`config.mk`:
```
export PLATFORM = sky130hd
export DESIGN_NAME = vga_timing_gen_flat
export DESIGN_NICKNAME = d
export VERILOG_FILES = /design/src/rtl/vga_timing_gen_pkg.sv /design/src/rtl/vga_timing_gen_if.sv /design/src/rtl/vga_timing_gen_delay_line.sv /design/src/rtl/vga_timing_gen.sv /design/src/flat_wrapper.sv
export SDC_FILE = /design/constraint.sdc
export NUM_CORES = 1
export LEC_CHECK = 0
export ABC_AREA = 0
export CORE_ASPECT_RATIO = 0.7
export CORE_MARGIN = 3
export CORE_UTILIZATION = 50
export DETAILED_ROUTE_END_ITERATION = 10
export DONT_BUFFER_PORTS = 1
export PLACE_DENSITY_LB_ADDON = 0.25
export SYNTH_ARGS = -nofsm -noshare
export SYNTH_HDL_FRONTEND = slang
export SYNTH_SLANG_ARGS = --single-unit
```
`constraint.sdc`:
```
create_clock -name vga_clk -period 2.1 [get_ports vga_clk]
set_clock_uncertainty 0.15 [all_clocks]
set_input_delay 0.42 -clock vga_clk [delete_from_list [all_inputs] [get_ports vga_clk]]
set_output_delay 0.42 -clock vga_clk [all_outputs]
set_load 0.01 [all_outputs]
```
`src/rtl/vga_timing_gen_pkg.sv`:
```
// Shared 640x480@60 raster constants, total helpers and the coordinate type.
// No logic, no latency; nothing here applies backpressure.
package vga_timing_pkg;

  typedef logic [9:0] coord_t;

  localparam int COORD_LIMIT = 1024;

  localparam int DEF_H_ACTIVE = 640;
  localparam int DEF_H_FP     = 16;
  localparam int DEF_H_SYNC   = 96;
  localparam int DEF_H_BP     = 48;
  localparam int DEF_V_ACTIVE = 480;
  localparam int DEF_V_FP     = 10;
  localparam int DEF_V_SYNC   = 2;
  localparam int DEF_V_BP     = 33;

  function automatic int h_total(input int active, input int fp, input int sync, input int bp);
    return active + fp + sync + bp;
  endfunction

  function automatic int v_total(input int active, input int fp, input int sync, input int bp);
    return active + fp + sync + bp;
  endfunction

endpackage

```
`src/rtl/vga_timing_gen_if.sv`:
```
// Scan interface from the timing source to sprite renderers and the monitor.
// Pure wiring, no latency; the raster never stalls so there is no backpressure.
interface vga_timing_gen_if;
  import vga_timing_pkg::*;

  coord_t DrawX;
  coord_t DrawY;
  logic   blank;
  logic   blank_d;
  logic   hs;
  logic   vs;
  logic   frame_end;
  logic   line_end;

  modport master (
    output DrawX, DrawY, blank, blank_d, hs, vs, frame_end, line_end
  );

  modport slave (
    input  DrawX, DrawY, blank, blank_d, hs, vs, frame_end, line_end
  );

endinterface

```
`src/rtl/vga_timing_gen_delay_line.sv`:
```
// Fixed-depth shift register with a per-bit reset value; DEPTH = 0 is a wire.
// Latency DEPTH cycles; free-running, no backpressure.
module delay_line #(
  parameter int               WIDTH   = 1,
  parameter int               DEPTH   = 1,
  parameter logic [WIDTH-1:0] RST_VAL = '0
) (
  input  logic             clk,
  input  logic             rst_n,
  input  logic [WIDTH-1:0] din,
  output logic [WIDTH-1:0] dout
);

  if (DEPTH == 0) begin : g_bypass
    logic unused_clk_rst;
    assign unused_clk_rst = &{1'b0, clk, rst_n};
    assign dout = din;
  end else begin : g_stages
    logic [WIDTH-1:0] stage [DEPTH];

    always_ff @(posedge clk or negedge rst_n) begin
      if (!rst_n) begin
        for (int i = 0; i < DEPTH; i++) begin
          stage[i] <= RST_VAL;
        end
      end else begin
        stage[0] <= din;
        for (int i = 1; i < DEPTH; i++) begin
          stage[i] <= stage[i-1];
        end
      end
    end

    assign dout = stage[DEPTH-1];
  end

endmodule

```
`src/rtl/vga_timing_gen.sv`:
```
// Raster counters with undelayed coordinates/blank and PIPE_DELAY-aligned sync/blank_d.
// Counters: 0 cycles; hs/vs/blank_d: PIPE_DELAY cycles; free-running, no backpressure.
module vga_timing_gen
  import vga_timing_pkg::*;
#(
  parameter int H_ACTIVE   = DEF_H_ACTIVE,
  parameter int H_FP       = DEF_H_FP,
  parameter int H_SYNC     = DEF_H_SYNC,
  parameter int H_BP       = DEF_H_BP,
  parameter int V_ACTIVE   = DEF_V_ACTIVE,
  parameter int V_FP       = DEF_V_FP,
  parameter int V_SYNC     = DEF_V_SYNC,
  parameter int V_BP       = DEF_V_BP,
  parameter int PIPE_DELAY = 2
) (
  input  logic              vga_clk,
  input  logic              reset_n,
  vga_timing_gen_if.master  vga
);

  localparam int H_TOTAL = h_total(H_ACTIVE, H_FP, H_SYNC, H_BP);
  localparam int V_TOTAL = v_total(V_ACTIVE, V_FP, V_SYNC, V_BP);

  if (H_TOTAL > COORD_LIMIT || V_TOTAL > COORD_LIMIT) begin : g_total_chk
    $error("vga_timing_gen: line/frame totals must not exceed 1024");
  end
  if (PIPE_DELAY < 0 || PIPE_DELAY > 7) begin : g_delay_chk
    $error("vga_timing_gen: PIPE_DELAY must be within 0..7");
  end

  localparam coord_t H_LAST   = coord_t'(H_TOTAL - 1);
  localparam coord_t V_LAST   = coord_t'(V_TOTAL - 1);
  localparam coord_t H_ACT    = coord_t'(H_ACTIVE);
  localparam coord_t V_ACT    = coord_t'(V_ACTIVE);
  localparam coord_t HS_BEGIN = coord_t'(H_ACTIVE + H_FP);
  localparam coord_t HS_END   = coord_t'(H_ACTIVE + H_FP + H_SYNC);
  localparam coord_t VS_BEGIN = coord_t'(V_ACTIVE + V_FP);
  localparam coord_t VS_END   = coord_t'(V_ACTIVE + V_FP + V_SYNC);

  coord_t     hc;
  coord_t     vc;
  logic       line_last;
  logic       frame_last;
  logic       blank_raw;
  logic       hs_raw;
  logic       vs_raw;
  logic [2:0] dly_out;

  assign line_last  = (hc == H_LAST);
  assign frame_last = line_last && (vc == V_LAST);

  // Both counters wrap on the same edge at the end of the frame.
  always_ff @(posedge vga_clk or negedge reset_n) begin
    if (!reset_n) begin
      hc <= '0;
      vc <= '0;
    end else if (line_last) begin
      hc <= '0;
      vc <= (vc == V_LAST) ? '0 : vc + coord_t'(1);
    end else begin
      hc <= hc + coord_t'(1);
    end
  end

  // Vertical sync covers whole lines, so it ignores hc entirely.
  assign blank_raw = (hc < H_ACT) && (vc < V_ACT);
  assign hs_raw    = !((hc >= HS_BEGIN) && (hc < HS_END));
  assign vs_raw    = !((vc >= VS_BEGIN) && (vc < VS_END));

  delay_line #(
    .WIDTH   (3),
    .DEPTH   (PIPE_DELAY),
    .RST_VAL (3'b110)
  ) u_delay_line (
    .clk   (vga_clk),
    .rst_n (reset_n),
    .din   ({hs_raw, vs_raw, blank_raw}),
    .dout  (dly_out)
  );

  assign vga.DrawX     = hc;
  assign vga.DrawY     = vc;
  assign vga.blank     = blank_raw;
  assign vga.hs        = dly_out[2];
  assign vga.vs        = dly_out[1];
  assign vga.blank_d   = dly_out[0];
  assign vga.line_end  = line_last;
  assign vga.frame_end = frame_last;

endmodule
```
`src/flat_wrapper.sv`:
```
// flat-port wrapper written by rule: the top's interface ports become plain ports
module vga_timing_gen_flat import vga_timing_pkg::*;
#(
  parameter int H_ACTIVE   = DEF_H_ACTIVE,
  parameter int H_FP       = DEF_H_FP,
  parameter int H_SYNC     = DEF_H_SYNC,
  parameter int H_BP       = DEF_H_BP,
  parameter int V_ACTIVE   = DEF_V_ACTIVE,
  parameter int V_FP       = DEF_V_FP,
  parameter int V_SYNC     = DEF_V_SYNC,
  parameter int V_BP       = DEF_V_BP,
  parameter int PIPE_DELAY = 2
)
  (vga_clk, reset_n, vga_DrawX, vga_DrawY, vga_blank, vga_blank_d, vga_hs, vga_vs, vga_frame_end, vga_line_end);
  vga_timing_gen_if vga_i ();
  input  logic vga_clk;
  input  logic reset_n;
  output wire logic [$bits(vga_i.DrawX)-1:0] vga_DrawX;
  output wire logic [$bits(vga_i.DrawY)-1:0] vga_DrawY;
  output wire logic [$bits(vga_i.blank)-1:0] vga_blank;
  output wire logic [$bits(vga_i.blank_d)-1:0] vga_blank_d;
  output wire logic [$bits(vga_i.hs)-1:0] vga_hs;
  output wire logic [$bits(vga_i.vs)-1:0] vga_vs;
  output wire logic [$bits(vga_i.frame_end)-1:0] vga_frame_end;
  output wire logic [$bits(vga_i.line_end)-1:0] vga_line_end;
  assign vga_DrawX = vga_i.DrawX;
  assign vga_DrawY = vga_i.DrawY;
  assign vga_blank = vga_i.blank;
  assign vga_blank_d = vga_i.blank_d;
  assign vga_hs = vga_i.hs;
  assign vga_vs = vga_i.vs;
  assign vga_frame_end = vga_i.frame_end;
  assign vga_line_end = vga_i.line_end;
  vga_timing_gen #(.H_ACTIVE(H_ACTIVE), .H_FP(H_FP), .H_SYNC(H_SYNC), .H_BP(H_BP), .V_ACTIVE(V_ACTIVE), .V_FP(V_FP), .V_SYNC(V_SYNC), .V_BP(V_BP), .PIPE_DELAY(PIPE_DELAY)) u_core (.vga_clk(vga_clk), .reset_n(reset_n), .vga(vga_i));
endmodule
```
# Word-level counts from Yosys, hierarchy flattened

Index checks and enable logic that the tools add are counted.

Bits of input ports: 2
Flip-flop bits (word level): 26

Reduce and logical (&&, ||, !) cells: 6
$lt $le $gt $ge: 6
Equality and inequality tests: 2
Add/subtract/negate cells: 2
Mux-type cells: 2

Operator list:

| cell                                                               | count |
|---|---|
| adder 10 x 1 -> 10 bit, second input constant                      | 2 |
| == test 10 bit, second input constant                              | 2 |
| less-than comparator 10 bit, second input constant                 | 2 |
| less-than comparator 10 x 9 -> 1 bit, second input constant        | 2 |
| 2-to-1 mux 10 bit                                                  | 2 |
| greater-or-equal comparator 10 bit, second input constant          | 1 |
| greater-or-equal comparator 10 x 9 -> 1 bit, second input constant | 1 |
| logical AND 1 bit                                                  | 4 |
| zero test 1 bit                                                    | 2 |

# Longest topological paths before layout

Gate-level depths: netlist of run 1.

Depth in word-level cells: 3
Depth in mapped cells: 6

# Modules after synthesis

From an unflattened synthesis of run 1, not the netlist that was laid out.

Cell total of the unflattened synthesis: 118
Area total of the unflattened synthesis: 1228.7 µm²

By module, submodules not included:

| module         | area an instance (µm²) | sequential area each (µm²) | cells each | times used |
|---|---|---|---|---|
| vga_timing_gen | 1051.0                 | 500.5                      | 109        | 1 |
| delay_line     | 177.7                  | 155.1                      | 9          | 1 |

# Least setup slack after synthesis of run 1

No wires, ideal clock.

Path type: register to output
Start: reg u_core.hc[0], in the netlist u_core.vga.DrawX[0]
End: out vga_frame_end
Arrival time: 1621 ps
Required time: 1530 ps
Path slack: -91 ps
Cell stages (with the launch flop): 5
Cells stage by stage: dfrtp_1 ha_1 nand4_2 or3_4 nor2_4

Word-level cells in the longest chain between the ends: 2

RTL lines:

| item                   | RTL line             | RTL |
|---|---|---|
| start, declared        | vga_timing_gen.sv:40 | `coord_t hc;` |
| start signal, assigned | vga_timing_gen.sv:61 | `hc <= hc + coord_t'(1);` |
| == test 10 bit         | vga_timing_gen.sv:49 | `assign line_last = (hc == H_LAST);` |
| logical AND 1 bit      | vga_timing_gen.sv:50 | `assign frame_last = line_last && (vc == V_LAST);` |
| end, declared          | flat_wrapper.sv:24   | `output wire logic [$bits(vga_i.frame_end)-1:0] vga_frame_end;` |

Every way passes these cells.

# Worst setup path after layout of run 1

Start: reg u_core.hc[5], in the netlist u_core.vga.DrawX[5]
End: out vga_frame_end

The elaborated chain is that of the path after synthesis.

==> results of run 1 <==
[cell families (layout without fill, tap and decap cells)]
group                      Yosys count  count (layout)  share of synthesized area [%]
AOI/OAI and AO/OA                    7               7                           3.56
xor gates and xnor gates            13              13                           8.99
adders and majority gates            4               4                           3.95
buffers and inverters                9              31                           3.66
DFF                                 26              26                           51.8
and+or+nand+nor                     52              52                           28.1
[worst min-delay path by stage]
stage               slack, ns  cells after the start                           to
floorplan               -0.03                      0  u_core.u_delay_line.dout[0]
global route             0.22                      0  u_core.u_delay_line.dout[1]
CTS                      0.22                      0  u_core.u_delay_line.dout[1]
global placement        -0.02                      0  u_core.u_delay_line.dout[0]
finish                   0.22                      0  u_core.u_delay_line.dout[1]
detailed placement      -0.02                      0          u_core.vga.DrawX[8]
[cells in the final DEF (no fill, tap or decap), types with 2 or more instances in the layout]
cell / synthesis / final
and3_1: 4 / 3
buf_4: 0 / 17
clkbuf_4: 0 / 3
dfrtp_1: 22 / 19
dfrtp_2: 0 / 3
dfstp_2: 4 / 4
ha_1: 4 / 4
inv_1: 6 / 6
nand2_1: 2 / 2
nand3_1: 15 / 15
nand4_1: 2 / 2
nor2_1: 9 / 9
nor3_1: 3 / 2
nor4_2: 3 / 3
nor4_4: 2 / 2
o21a_1: 2 / 2
o21ai_0: 2 / 2
or3_4: 1 / 2
xnor2_1: 8 / 8
xor2_1: 5 / 5
[per-layer routing]
metal / track usage (%) / up-vias
met2: 30.4 / 24
li1: - / 436
met1: 25.4 / 447
met4: 3.64 / 0
met3: 7.14 / 4
met5: 0 / -
[worst reg2reg max path: stages, from the launching register on]
cell,delay (ns)
dfrtp_2,0.43
or3_4,0.39
buf_4,0.18
nor4_4,0.36
nor2_2,0.06
nor4_2,0.25
[flip-flops by register name, indices dropped and copies added (netlist names)]
register / flops
u_core.vga.DrawX: 10
u_core.vga.DrawY: 10
u_core.u_delay_line.dout: 3
u_core.u_delay_line.g_stages.stage: 3
[area by class of cell]
type / instances / area (um^2) / area share (%)
timing repair buffer: 20 / 169 / 10.9
multi-input combinational: 76 / 597 / 38.5
clock buffer: 3 / 22.5 / 1.45
sequential: 26 / 659 / 42.6
clock inverter: 1 / 30.0 / 1.94
tap: 32 / 40.0 / 2.58
inverter: 7 / 31.3 / 2.02
[stage by stage]
step                      std cells  instance area (um^2)  hold WS [ns]  power [uW]
after floorplan                 111                  1280       -0.0256         510
after global placement          158                  1430       -0.0248         510
after detailed placement        158                  1430       -0.0248         510
after CTS                       164                  1520         0.219         869
after global routing            165                  1550         0.221         895
final                           165                  1550         0.218         865
[repair_timing]
item                       CTS  global route
setup endpoints to repair    3             3
setup buffers                0             1
hold endpoints to repair    26             0
hold buffers                 2             0
gates resized for setup      3             4
pin swaps                    1             1
[where the power goes]
group	switching, uW	internal, uW
logic	10.1	5.05
registers	0	501
clock network	155	193
total	165	700
==> results_dict.tcl, run 1 <==
set metrics [dict create \
    syn-num-nets 117 \
    fin_tns_setup_ns -0.328 \
    die_w_um 66.1 \
    synthCells 111 \
    cts_tree "done" \
    cts.path.max_buffers 2 \
    hold_violations 0 \
    ant_nets 0 \
    dr_wl_met2_mm 1.23 \
    die_y_um 48.1 \
    cp.required_ns 1.53 \
    antenna_cells 0 \
    syn_to_final_growth_pct 22.3 \
    drive_gt1_share_pct 33.1 \
    finalCritPeriodShare_pct 109 \
    setup_viol 2 \
    place_ws_ns 0.191 \
    synth_most_common_cell "dfrtp_1" \
    ir_worst_vdd_mv 0.439 \
    timing.fmax_ghz 0.438 \
    rr_worst_depth 5 \
    yosysWarnings 0 \
    wl_met1_mm 1.20 \
    grt_pass1_wl_mm 4.40 \
    numPortBuffers 0 \
    cts_sinks 26 \
    htreeDepth 1 \
    clkTransAtPathRegs_ns 0.15 \
    max-slew-margin-rel_pct 77.5 \
    overflow 0 \
    status "complete, but fails checks" \
    rsz0062_at_grt "true" \
    syn-cell-area_mm2 0.00127 \
    timing.final.max_slew_violations 0 \
    cp-end-kind "output port" \
    rows 14 \
    cp-start-kind "flip-flop" \
    power.density_mw_per_mm2 558 \
    syn_avg_cell_area_um2 11.4 \
    cts-root-buf "clkbuf_4" \
    wl_per_cell_um 16.0 \
    critical_path.slowest_cell "dfrtp_2" \
    first_pass_iters 4 \
    cts-buffers-inserted 3 \
    worst-path-buf-inv 0 \
    r2r_start "u_core.vga.DrawX[5]" \
    r2r-end "u_core.vga.DrawY[9]" \
    fillCellCount 169 \
    utilization_pct 68.0 \
    num-nets-final 140 \
    yosysSeqAreaShare_pct 51.8 \
    synth_top_area_cell "dfrtp_1" \
    worst_pin_slew_ns 0.338 \
    vias 911 \
    fin_crit_ns 2.28 \
    ys_types 33 \
    start_util_pct 55.6 \
    antenna_found_initial 0 \
    crit_arrival_ns 1.71 \
    maxCapViolCount 0 \
    ys_ff_latch 26 \
    worstSetupEndpoint "vga_frame_end" \
    clk_latency_ns 0.33 \
    violations "negative setup slack" \
    grt_max_degree 27 \
    topRoutingLayerUsed "met4" \
    crit_path_max_fanout 4 \
    r2r_slack_ns 0.21 \
    drc 0 \
    critPathTopFamily "simple AND/OR/NAND/NOR gates" \
    synthTopCellsByCount "dfrtp_1 (22), nand3_1 (15), nor2_1 (9)" \
    dpl.hpwl_mm 2.03 \
    cpPeakStageDelay_ns 0.43 \
    viasPerCell 5.52 \
    first_global_vias 915 \
    holdCritStartpoint "u_core.u_delay_line.g_stages.stage[4]" \
    core_area_mm2 0.00228 \
    wirelength_mm 2.63 \
    fin_ws_ns -0.182 \
    hold_path.class "flip-flop to flip-flop" \
    async_reset_ff_share_pct 100 \
    leakagePower_uw 0.000698 \
    cp-startpoint "u_core.vga.DrawX[5]" \
    path_class "flip-flop to output port" \
    synth-edff-count 0 \
    yosys_most_used_dff "dfrtp_1" \
    synth_area_leaders "dfrtp_1 (43%), dfstp_2 (8.3%), nand3_1 (5.9%), xnor2_1 (5.5%), ha_1 (4.0%)" \
    synth_top_cell_area_share_pct 43.5 \
    cp_cell_sequence "or3_4 > or3_4 > nor2_4" \
    pin_count 28 \
    die_area_mm2 0.00318 \
    crit_cells 3 \
    track_usage_pct 19.0 \
    place_congestion 0.783 \
    drt_iter0_drc 51 \
    crit_path_frequent_cell "or3_4" \
    dr_wl_met3_um 187 \
]
Power figures use the tool's default switching activity.
==> run 2, diff against run 1 <==
Settings changed: CTS_BUF_LIST set to sky130_fd_sc_hd__clkbuf_16.
==> results_dict.tcl, run 2 (same netlist as run 1, synthesis figures left out) <==
set metrics [dict create \
    cts_sinks 26 \
    path_class "flip-flop to output port" \
    vias 924 \
    status "complete, but fails checks" \
    fin_crit_ns 2.19 \
    max-slew-margin-rel_pct 77.1 \
    hold_path.class "flip-flop to flip-flop" \
    start_util_pct 55.6 \
    placed_area_mm2 0.00143 \
    overflow 0 \
    crit_path_max_fanout 4 \
    cp-end-kind "output port" \
    cp-start-kind "flip-flop" \
    maxCapViolCount 0 \
    timing.fmax_ghz 0.456 \
    first_global_vias 914 \
    cts-root-buf "clkbuf_16" \
    syn_to_final_growth_pct 25.8 \
    htreeDepth 1 \
    utilization_pct 69.9 \
    final_area_mm2 0.00159 \
    critical_path.slowest_cell "or3_4" \
    worst-path-buf-inv 0 \
    wirelength_mm 2.86 \
    leakagePower_uw 0.000716 \
    dpl.hpwl_mm 2.03 \
    grt_pass1_wl_mm 4.55 \
    crit_path_frequent_cell "or3_4" \
    hold_violations 0 \
    numPortBuffers 0 \
    grt_max_degree 27 \
    clk_latency_ns 0.27 \
    drive_gt1_share_pct 33.1 \
    ir_worst_vdd_mv 0.480 \
    critPathTopFamily "simple AND/OR/NAND/NOR gates" \
    setup_viol 2 \
    ant_nets 0 \
    die_y_um 48.1 \
    cpPeakStageDelay_ns 0.43 \
    crit_arrival_ns 1.62 \
    antenna_found_initial 0 \
    drc 0 \
    cp.required_ns 1.53 \
    cts-buffers-inserted 3 \
    cts_tree "done" \
    place_inst 158 \
    clkTransAtPathRegs_ns 0.07 \
    finalCritPeriodShare_pct 104 \
    place_congestion 0.783 \
    wl_per_cell_um 17.3 \
    cp_cell_sequence "or3_4 > or3_4 > nor2_4" \
    viasPerCell 5.60 \
    fin_ws_ns -0.0916 \
    first_pass_iters 4 \
    cts.path.max_buffers 2 \
    layout_common_cells "dfrtp_1 (19), buf_4 (18), nand3_1 (15)" \
    pin_count 28 \
    drt_iter0_drc 71 \
    fin_total_pwr_uw 1080 \
    timing.final.max_slew_violations 0 \
    die_w_um 66.1 \
    antenna_cells 0 \
    rsz0062_at_grt "true" \
    power.density_mw_per_mm2 676 \
    die_area_mm2 0.00318 \
    stdcell_count 165 \
    num-nets-final 140 \
    worst_pin_slew_ns 0.343 \
    rows 14 \
    core_area_mm2 0.00228 \
    violations "negative setup slack" \
    track_usage_pct 19.6 \
    mostFrequentLayoutCell "dfrtp_1" \
]
[run 2: cell counts in the layout (fill, tap and decap cells not counted)]
Identical to the previous run, type by type.
[run 2: metal layers]
layer | vias to the layer above | track usage, % | wire length (um)
met5 | - | 0 | 0
met4 | 0 | 3.64 | 19
met3 | 5 | 6.91 | 218
met2 | 30 | 31.0 | 1350
met1 | 462 | 26.7 | 1270
li1 | 427 | - | -
[run 2: path summary, 6_finish.rpt]
kind                                                            start                               endpoint  slack [ns]  cells after the start
worst max-delay path                              u_core.vga.DrawX[5]                          vga_frame_end       -0.09                      3
worst min register to register  u_core.u_delay_line.g_stages.stage[5]            u_core.u_delay_line.dout[2]        0.21                      0
max in group asynchronous                                     reset_n  u_core.u_delay_line.g_stages.stage[5]        1.12                      2
worst min-delay path            u_core.u_delay_line.g_stages.stage[5]            u_core.u_delay_line.dout[2]        0.21                      0
min in group asynchronous                                     reset_n                    u_core.vga.DrawY[9]        0.46                      2
worst max register to register                    u_core.vga.DrawX[5]                    u_core.vga.DrawY[9]        0.23                      5
[run 2: what timing repair did]
action	4_1_cts	5_1_grt
setup endpoints to repair	2	3
hold endpoints to repair	26	0
buffers inserted	1	0
resized for setup	1	4
pin swaps	1	2
hold buffers	2	0
[run 2: cell type report]
cell class              instances  area (um^2)
clock inverters                 1         30.0
fillers                       162          684
inverters                       7         31.3
multi-input cells              76          592
flip-flops and latches         26          659
well taps                      32         40.0
repair buffers                 20          165
clock buffers                   3         75.1
[run 2: worst register-to-register path, stage by stage, from the launching register on]
cell and delay, ns:
dfrtp_2 0.40, or3_4 0.39, buf_4 0.18, nor4_4 0.36
nor2_2 0.06, nor4_2 0.25
[run 2: power breakdown]
part | internal [uW] | total, uW | switching [uW]
clock | 380 | 561 | 181
sequential | 501 | 501 | 0
combinational | 5.03 | 15.2 | 10.2
[run 2: metrics by stage]
stage	setup WS, ns	TNS, ns	hold WS [ns]
finish	-0.0916	-0.148	0.208
global route	-0.116	-0.200	0.210
CTS	-0.0910	-0.150	0.209
detailed placement	0.191	0	-0.0248
global placement	0.212	0	-0.0248
floorplan	-0.00000222	-0.00000222	-0.0256
==> run 3, diff against run 2 <==
Settings changed: ABC_AREA 0 to 1.
==> results_dict.tcl, run 3 <==
set metrics [dict create \
    yosysWarnings 0 \
    viasPerCell 5.10 \
    synthCells 155 \
    setup_viol 0 \
    finalCritPeriodShare_pct 98.5 \
    synth-edff-count 0 \
    cts_tree "done" \
    crit_path_max_fanout 10 \
    crit_arrival_ns 1.50 \
    layout.area.seq_um2 661 \
    maxCapViolCount 0 \
    cts_sinks 26 \
    cts-root-buf "clkbuf_16" \
    fin_crit_ns 2.07 \
    place_inst 191 \
    worst_pin_slew_ns 0.325 \
    leakagePower_uw 0.000785 \
    hold_path.class "flip-flop to flip-flop" \
    async_reset_ff_share_pct 100 \
    fillCellCount 211 \
    max-slew-margin-rel_pct 78.3 \
    yosys_most_used_dff "dfrtp_1" \
    wirelength_mm 2.74 \
    synth_top_area_cell "dfrtp_1" \
    syn-cell-area_mm2 0.00135 \
    first_global_vias 948 \
    drc 0 \
    power.density_mw_per_mm2 673 \
    fin_tns_setup_ns 0 \
    cts.path.max_buffers 2 \
    drt_iter0_drc 51 \
    rsz0062_at_grt "true" \
    stdcell_count 198 \
    layout_common_cells "nand2_1 (31), nor2_1 (22), inv_1 (19)" \
    antenna_cells 0 \
    pin_count 28 \
    timing.fmax_ghz 0.484 \
    place_congestion 0.955 \
    status "finished, final reports clean" \
    ant_nets 0 \
    ir_worst_vdd_mv 0.802 \
    path_class "flip-flop to output port" \
    hold_violations 0 \
    track_usage_pct 17.2 \
    cp-start-kind "flip-flop" \
    antenna_found_initial 0 \
    grt_pass1_wl_mm 4.35 \
    die_area_mm2 0.00338 \
    drive_gt1_share_pct 20.7 \
    wl_per_cell_um 13.9 \
    numPortBuffers 0 \
    synthTopCellsByCount "nand2_1 (32), nor2_1 (23), dfrtp_1 (22), inv_1 (22), nand3_1 (12)" \
    htreeDepth 1 \
    vias 1010 \
    synth_most_common_cell "nand2_1" \
    dpl.hpwl_mm 2.02 \
    mostFrequentLayoutCell "nand2_1" \
    synth_top_cell_area_share_pct 40.7 \
    core_area_mm2 0.00251 \
    cp-end-kind "output port" \
    grt_max_degree 27 \
    cts-buffers-inserted 3 \
    start_util_pct 53.8 \
    first_pass_iters 4 \
    syn_to_final_growth_pct 16.3 \
    multi_input_comb_area_um2 621 \
    die_y_um 49.5 \
    cp.required_ns 1.53 \
    ys_types 24 \
    ys_ff_latch 26 \
    clk_latency_ns 0.26 \
    die_w_um 68.2 \
    syn-num-nets 161 \
    rows 15 \
    syn_avg_cell_area_um2 8.73 \
    timing.final.max_slew_violations 0 \
    synth_area_leaders "dfrtp_1 (41%), nand2_1 (8.9%), dfstp_2 (7.8%), nor2_1 (6.4%), inv_1 (6.1%)" \
    yosysSeqAreaShare_pct 48.4 \
    clkTransAtPathRegs_ns 0.06 \
    num-nets-final 171 \
    overflow 0 \
    utilization_pct 62.6 \
]
run 3: cell count changes after synthesis, sizes merged, moves of 3 or more:
cell   previous run  this run
xnor2             8         3
nand2             2        34
and3              4         0
nor2             11        27
inv               6        22
a21oi             0         3
nor4              5         0
nand4             3         6
run 3: timing repair:
item	in CTS	in global routing
gates resized for setup	2	12
hold buffers	2	0
endpoints found under the setup margin	1	2
pin swaps	0	3
buffers inserted	0	1
hold endpoints to repair	26	0
run 3: cells by family after synthesis:
logic type / Yosys count / synth area share (%)
AO/OA/AOI/OAI: 9 / 4.34
XOR/XNOR: 10 / 6.47
adder cells (fa/ha/maj): 4 / 3.70
buffers and inverters: 23 / 7.58
flip-flops: 26 / 48.4
AND/OR/NAND/NOR: 83 / 29.5
run 3: path summary, 6_finish.rpt:
kind | startpoint | to | slack (ns) | depth (start not counted)
setup reg to reg | u_core.vga.DrawX[5] | u_core.vga.DrawY[6] | 0.42 | 6
hold reg to reg | u_core.u_delay_line.g_stages.stage[3] | u_core.u_delay_line.dout[0] | 0.20 | 0
max in group asynchronous | reset_n | u_core.u_delay_line.g_stages.stage[4] | 1.14 | 2
min in group asynchronous | reset_n | u_core.u_delay_line.dout[0] | 0.44 | 2
hold / removal | u_core.u_delay_line.g_stages.stage[3] | u_core.u_delay_line.dout[0] | 0.20 | 0
setup / recovery | u_core.vga.DrawX[5] | vga_frame_end | 0.03 | 5
run 3: metrics by stage:
| stage | instance area, um^2 | hold WS, ns | setup slack, ns | power [uW] |
|---|---|---|---|---|
| after global placement | 1400 | -0.0247 | 0.318 | 510 |
| final | 1570 | 0.205 | 0.0321 | 1060 |
| after detailed placement | 1400 | -0.0245 | 0.260 | 510 |
| after CTS | 1540 | 0.206 | 0.00605 | 1080 |
| after floorplan | 1350 | -0.0256 | 0.310 | 510 |
| after global routing | 1570 | 0.210 | -0.0574 | 1100 |
run 3: report_power, final:
group	switching (uW)	total (uW)	leakage [uW]	internal [uW]
clock network	164	543	0.0000511	379
registers	0	501	0.000318	501
logic	9.78	14.8	0.000416	5.04
total	174	1060	0.000785	885
run 3: cell type report:
| class | instances | area share [%] |
|---|---|---|
| multi-input cells | 106 | 39.4 |
| clock inverters | 1 | 1.91 |
| repair buffers | 6 | 3.82 |
| flip-flops and latches | 26 | 42.0 |
| inverters | 22 | 5.41 |
| clock buffers | 3 | 4.77 |
| well taps | 34 | 2.70 |
run 3: metal layers:
| metal | GRT usage, % | vias up | part of all wire (%) |
|---|---|---|---|
| met5 | 0 | - | 0 |
| met3 | 7.74 | 4 | 7.1 |
| li1 | - | 504 | - |
| met1 | 24.5 | 472 | 48 |
| met4 | 4.29 | 0 | 1.5 |
| met2 | 23.7 | 30 | 43 |
run 3: worst max-delay path: stages (launching register included):
cell and delay (ns):
dfrtp_1 0.48, nor2_4 0.22, nand2_2 0.12, nor2_8 0.19, nand2_1 0.13, inv_2 0.09
